<file path="src/rtl/tick_pkg.sv">
`default_nettype none
// ============================================================================
//  Module  : tick_pkg
//  Brief   : Shared sizing defaults, channel indices and default tick intervals
//  Revision: 1.0
// ============================================================================
package tick_pkg;

    localparam int NUM_CH_DEF = 4;
    localparam int CNT_W_DEF  = 28;

    localparam int CH_PACMAN = 0;
    localparam int CH_GHOST0 = 1;
    localparam int CH_GHOST1 = 2;
    localparam int CH_GHOST2 = 3;

    // Intervals in clock_50 cycles: 100 Hz for Pac-Man, 80 Hz for the ghosts
    localparam int unsigned IV_PACMAN_DEF = 500_000;
    localparam int unsigned IV_GHOST_DEF  = 625_000;

    function automatic int rr_index(input int base, input int offset, input int n);
        return (base + offset) % n;
    endfunction

endpackage
`default_nettype wire

</file>
<file path="src/rtl/tick_scheduler_channel.sv">
`default_nettype none
// ============================================================================
//  Module  : tick_channel
//  Brief   : Programmable-interval down-counter producing a one-cycle tick
//  Revision: 1.0
// ============================================================================
module tick_channel #(
    parameter int CNT_W = 28
) (
    input  logic             clk,
    input  logic             rst,
    input  logic             run,
    input  logic             load,
    input  logic [CNT_W-1:0] load_val,
    output logic             tick
);

    logic [CNT_W-1:0] interval_q, interval_d;
    logic [CNT_W-1:0] count_q, count_d;
    logic             w_active;
    logic             w_expire;

    always_comb begin
        w_active   = run && (interval_q != '0);
        w_expire   = w_active && ((count_q <= CNT_W'(1)) || (interval_q == CNT_W'(1)));
        interval_d = interval_q;
        count_d    = count_q;
        tick       = 1'b0;
        // A configuration write swallows a tick that would fire on the same edge
        if (load) begin
            interval_d = load_val;
            count_d    = load_val;
        end else if (w_expire) begin
            count_d = interval_q;
            tick    = 1'b1;
        end else if (w_active) begin
            count_d = count_q - CNT_W'(1);
        end
    end

    always_ff @(posedge clk or posedge rst) begin
        if (rst) begin
            interval_q <= '0;
            count_q    <= '0;
        end else begin
            interval_q <= interval_d;
            count_q    <= count_d;
        end
    end

endmodule
`default_nettype wire

</file>
<file path="src/rtl/tick_scheduler.sv">
`default_nettype none
// ============================================================================
//  Module  : tick_scheduler
//  Brief   : Per-entity tick generators with pending queue and round-robin grant
//  Revision: 1.0
// ============================================================================
module tick_scheduler
    import tick_pkg::*;
#(
    parameter int NUM_CH = NUM_CH_DEF,
    parameter int CNT_W  = CNT_W_DEF,
    localparam int CH_W  = $clog2(NUM_CH)
) (
    input  logic              clock_50,
    input  logic              reset,
    input  logic              run,
    input  logic              cfg_we,
    input  logic [CH_W-1:0]   cfg_ch,
    input  logic [CNT_W-1:0]  cfg_interval,
    input  logic              clear_overrun,
    output logic              upd_valid,
    output logic [CH_W-1:0]   upd_ch,
    input  logic              upd_ready,
    output logic [NUM_CH-1:0] overrun
);

    logic [NUM_CH-1:0] w_tick, w_load, w_accept;
    logic [NUM_CH-1:0] pending_q, pending_d;
    logic [NUM_CH-1:0] overrun_q, overrun_d;
    logic              upd_valid_q, upd_valid_d;
    logic [CH_W-1:0]   upd_ch_q, upd_ch_d;
    logic [CH_W-1:0]   last_grant_q, last_grant_d;
    logic [CH_W-1:0]   w_sel, w_idx;
    logic              w_found;

    generate
        for (genvar g = 0; g < NUM_CH; g++) begin : g_ch
            // Out-of-range cfg_ch values match no channel, so the write is dropped
            assign w_load[g]   = cfg_we && (cfg_ch == CH_W'(g));
            assign w_accept[g] = upd_valid_q && upd_ready && (upd_ch_q == CH_W'(g));

            tick_channel #(
                .CNT_W (CNT_W)
            ) u_channel (
                .clk      (clock_50),
                .rst      (reset),
                .run      (run),
                .load     (w_load[g]),
                .load_val (cfg_interval),
                .tick     (w_tick[g])
            );
        end
    endgenerate

    always_comb begin
        pending_d = pending_q;
        overrun_d = clear_overrun ? '0 : overrun_q;
        for (int i = 0; i < NUM_CH; i++) begin
            if (w_load[i]) begin
                pending_d[i] = 1'b0;
            end else if (w_tick[i]) begin
                if (pending_q[i] && !w_accept[i]) begin
                    overrun_d[i] = 1'b1;
                end
                pending_d[i] = 1'b1;
            end else if (w_accept[i]) begin
                pending_d[i] = 1'b0;
            end
        end
    end

    // Search starts one past the previous winner so every channel gets a turn
    always_comb begin
        w_sel   = last_grant_q;
        w_idx   = '0;
        w_found = 1'b0;
        for (int i = 1; i <= NUM_CH; i++) begin
            w_idx = CH_W'(rr_index(int'(last_grant_q), i, NUM_CH));
            if (!w_found && pending_q[w_idx]) begin
                w_found = 1'b1;
                w_sel   = w_idx;
            end
        end
    end

    always_comb begin
        upd_valid_d  = upd_valid_q;
        upd_ch_d     = upd_ch_q;
        last_grant_d = last_grant_q;
        if (upd_valid_q) begin
            if (upd_ready) begin
                upd_valid_d = 1'b0;
            end
        end else if (w_found) begin
            upd_valid_d  = 1'b1;
            upd_ch_d     = w_sel;
            last_grant_d = w_sel;
        end
    end

    always_ff @(posedge clock_50 or posedge reset) begin
        if (reset) begin
            pending_q    <= '0;
            overrun_q    <= '0;
            upd_valid_q  <= 1'b0;
            upd_ch_q     <= '0;
            last_grant_q <= CH_W'(NUM_CH - 1);
        end else begin
            pending_q    <= pending_d;
            overrun_q    <= overrun_d;
            upd_valid_q  <= upd_valid_d;
            upd_ch_q     <= upd_ch_d;
            last_grant_q <= last_grant_d;
        end
    end

    assign upd_valid = upd_valid_q;
    assign upd_ch    = upd_ch_q;
    assign overrun   = overrun_q;

endmodule
`default_nettype wire

</file>
<file path="config.mk">
export PLATFORM = sky130hd
export DESIGN_NAME = tick_scheduler
export DESIGN_NICKNAME = d
export VERILOG_FILES = /design/src/rtl/tick_pkg.sv /design/src/rtl/tick_scheduler_channel.sv /design/src/rtl/tick_scheduler.sv
export SDC_FILE = /design/constraint.sdc
export NUM_CORES = 1
export LEC_CHECK = 0
export BUFFER_PORTS_ARGS = -buffer_cell sky130_fd_sc_hd__clkbuf_2
export CORE_ASPECT_RATIO = 1.25
export CORE_UTILIZATION = 50
export CTS_BUF_LIST = sky130_fd_sc_hd__clkbuf_4
export CTS_CLUSTER_SIZE = 25
export DETAILED_ROUTE_END_ITERATION = 12
export GPL_ROUTABILITY_DRIVEN = 0
export PLACE_DENSITY = 0.66
export SETUP_SLACK_MARGIN = 0.4
export SLEW_MARGIN = 10
export SYNTH_ARGS = -nofsm -noshare
export SYNTH_HDL_FRONTEND = slang
export SYNTH_SLANG_ARGS = --single-unit
</file>
<file path="constraint.sdc">
create_clock -name clock_50 -period 16.75 [get_ports clock_50]
set_input_delay 1.675 -clock clock_50 [delete_from_list [all_inputs] [get_ports clock_50]]
set_output_delay 1.675 -clock clock_50 [all_outputs]
set_load 0.05 [all_outputs]
</file>
==> metrics.cfg <==
[synth]
synthCells=1641
synth-edff-count=0
netlist_area_um2=13500
synth-main-ff-cell=dfrtp_1
synth_cell_types=89
synth-seq-cells=237
avgSynthCellArea_um2=8.24
ys_seq_area_share_pct=43.9
syn_nets=1685
ys_warn_count=0
synthArstFlopShare_pct=100

[floorplan]
ios=43
fp.dieW_um=149
start_util_pct=51.5
rows=66
core_area_um2=26300
dieArea_um2=27700
dieHeight_um=186

[critical_path]
max_stage_delay_ns=0.50
worstPathCellList=clkbuf_2, buf_4, clkinv_1, nor2_1, nand2_1, o22a_1, a211oi_1, nor3_1
required_ns=17.34
crit_type=input port to flop
crit_arrival_ns=4.24
startpoint_type=input port
crit_fanout=35
cp_slowest_cell=clkinv_1
critPathCaptureType=flop

[clock_tree]
cts_setup_buffers=0
cts_tree=done
cts_resized=0
cts-root-buf=clkbuf_4
clk_pin_slew_ns=0.07
cts_buffers=60
postCtsHoldBufs=0
cts_buffer_depth=3
h-tree-depth=2
cts.sink_count=237
clock_latency_ns=0.74

[drt]
firstDrtPassIters=5
wl_per_cell_um=21.3
drc_errors=0
vias_per_cell=6.33
totalWireLength_mm=43.8
vias=13049
drtIter0Drc=1283
final_antenna_net_count=0

[timing]
fmax_mhz=273
period_needed_ns=3.66
maxSlewHeadroom_pct=27.8
setup_tns_ns=0
fin_crit_sh_pct=21.8
rsz0062_at_grt=false
worstMarginPinSlew_ns=1.08
drv_slew=0
setup_viol=0
hold_viol=0
clock_skew_ns=0.0486

[hold_path]
hold_class=flop to flop

[place]
dpl.hpwl_mm=28.1
dpl_cell_area_um2=13900
numPortBuffers=42

[global_routing]
grt-ovfl-total=0
grt_pass1_vias=12477
gr-usage-all-layers_pct=32.6
antenna_found_initial=2
grt_pass1_wl_mm=69.3
grt_max_degree=120

[outcome]
outcome=complete, no violations

[final_layout]
syn_to_final_growth_pct=8.55
final_nets=1723
stdcell_area_um2=14700
drive_gt1_share_pct=13.1

[power_and_ir_drop]
p_per_area_nw_per_um2=111
leakage_nw=6.54
vdd_drop_max_uv=49.1

[flow_run]
max_cap_viol_count=0

## where the power goes
part           leakage [nW]  total, W  internal (W)  switching (W)
combinational          3.21  0.000328      0.000136       0.000191
clock                 0.438  0.000492      0.000241       0.000251
sequential             2.89  0.000815      0.000681       0.000134
total                  6.54   0.00163       0.00106       0.000576
## area by class of cell
type                       count  area, µm²
clock buffer                  82        616
timing repair buffer          61        353
clock inverter                22        116
fill                        2529      11600
antenna                        2       5.00
tap                          340        425
inverter                      30        120
multi-input combinational   1289       7110
sequential                   237       5930
## metal layers
metal / global-route usage, % / wire length [µm] / vias up
met5: 0 / 0 / -
met4: 19.1 / 2430 / 0
met3: 6.10 / 3510 / 125
met2: 49.4 / 19500 / 582
met1: 43.4 / 18400 / 6336
li1: - / - / 6006
## Yosys cell counts (22+ instances only)
| master | count | share of area (%) |
|---|---|---|
| o21ai_0 | 96 | 3.6 |
| dfrtp_1 | 235 | 43 |
| nor2_1 | 149 | 4.1 |
| nor4_1 | 59 | 2.7 |
| a31oi_1 | 22 | 1.0 |
| a21oi_1 | 92 | 3.4 |
| nand2_1 | 410 | 11 |
| mux2i_1 | 25 | 1.9 |
| nand3_1 | 40 | 1.5 |
| clkbuf_1 | 56 | 1.6 |
| nor3_1 | 60 | 2.2 |
| inv_1 | 29 | 0.81 |
## cell families (layout without fill, tap and decap cells)
| logic type | after synthesis | in the layout | synth area share, % |
|---|---|---|---|
| compound gates | 383 | 383 | 18.8 |
| xor+xnor | 27 | 27 | 1.75 |
| fa+ha+maj | 8 | 8 | 0.740 |
| buf+inv | 115 | 195 | 3.79 |
| flops | 237 | 237 | 43.9 |
| mux | 33 | 33 | 2.54 |
| other cells | 0 | 2 | 0 |
| simple gates | 838 | 838 | 28.5 |
## stage by stage
| stage | util [%] | instances | power (W) | hold slack, ns | setup slack [ns] |
|---|---|---|---|---|---|
| global placement | 53.1 | 1957 | 0.00113 | 0.470 | 12.56 |
| floorplan | - | 1641 | 0.00103 | 0.454 | 8.58 |
| CTS | 55.9 | 2061 | 0.00164 | 0.500 | 13.25 |
| detailed placement | 53.1 | 1957 | 0.00114 | 0.486 | 12.44 |
| finish | 55.9 | 2063 | 0.00163 | 0.496 | 13.09 |
| global route | 55.9 | 2062 | 0.00173 | 0.537 | 13.00 |
## registers in the layout, summed over array words and instances, names as in the netlist
register and count:
g_ch.u_channel.count_q 112, last_grant_q 2, overrun 4, upd_valid 1
g_ch.u_channel.interval_q 112, upd_ch 2, pending_q 4
## final timing paths
path                                               startpoint                                to  slack, ns  cells past startpoint
worst min register to register  g_ch[0].u_channel.count_q[20]     g_ch[0].u_channel.count_q[20]       0.50                      1
min in group asynchronous                               reset  g_ch[2].u_channel.interval_q[26]       1.12                      2
worst max-delay path                                      run     g_ch[2].u_channel.count_q[11]      13.09                      8
max in group asynchronous                               reset      g_ch[1].u_channel.count_q[8]      13.59                      4
worst max register to register  g_ch[1].u_channel.count_q[16]      g_ch[1].u_channel.count_q[2]      13.20                      6
worst min-delay path            g_ch[0].u_channel.count_q[20]     g_ch[0].u_channel.count_q[20]       0.50                      1
## worst max-delay path: cells and delay by family
| family | cells | cell delay (ns) |
|---|---|---|
| buffers and inverters | 3 | 0.99 |
| AOI/OAI and AO/OA | 2 | 0.59 |
| and+or+nand+nor | 3 | 0.96 |
## cells in the final DEF (no fill, tap or decap), types with 28 or more instances in the layout
master	n
dfrtp_1	235
nand3_1	39
nor2_1	148
o21ai_0	96
nand2_1	410
inv_1	28
clkbuf_4	82
a21oi_1	92
nor4_1	59
nor3_1	60
clkbuf_2	42
Power figures use the tool's default switching activity.
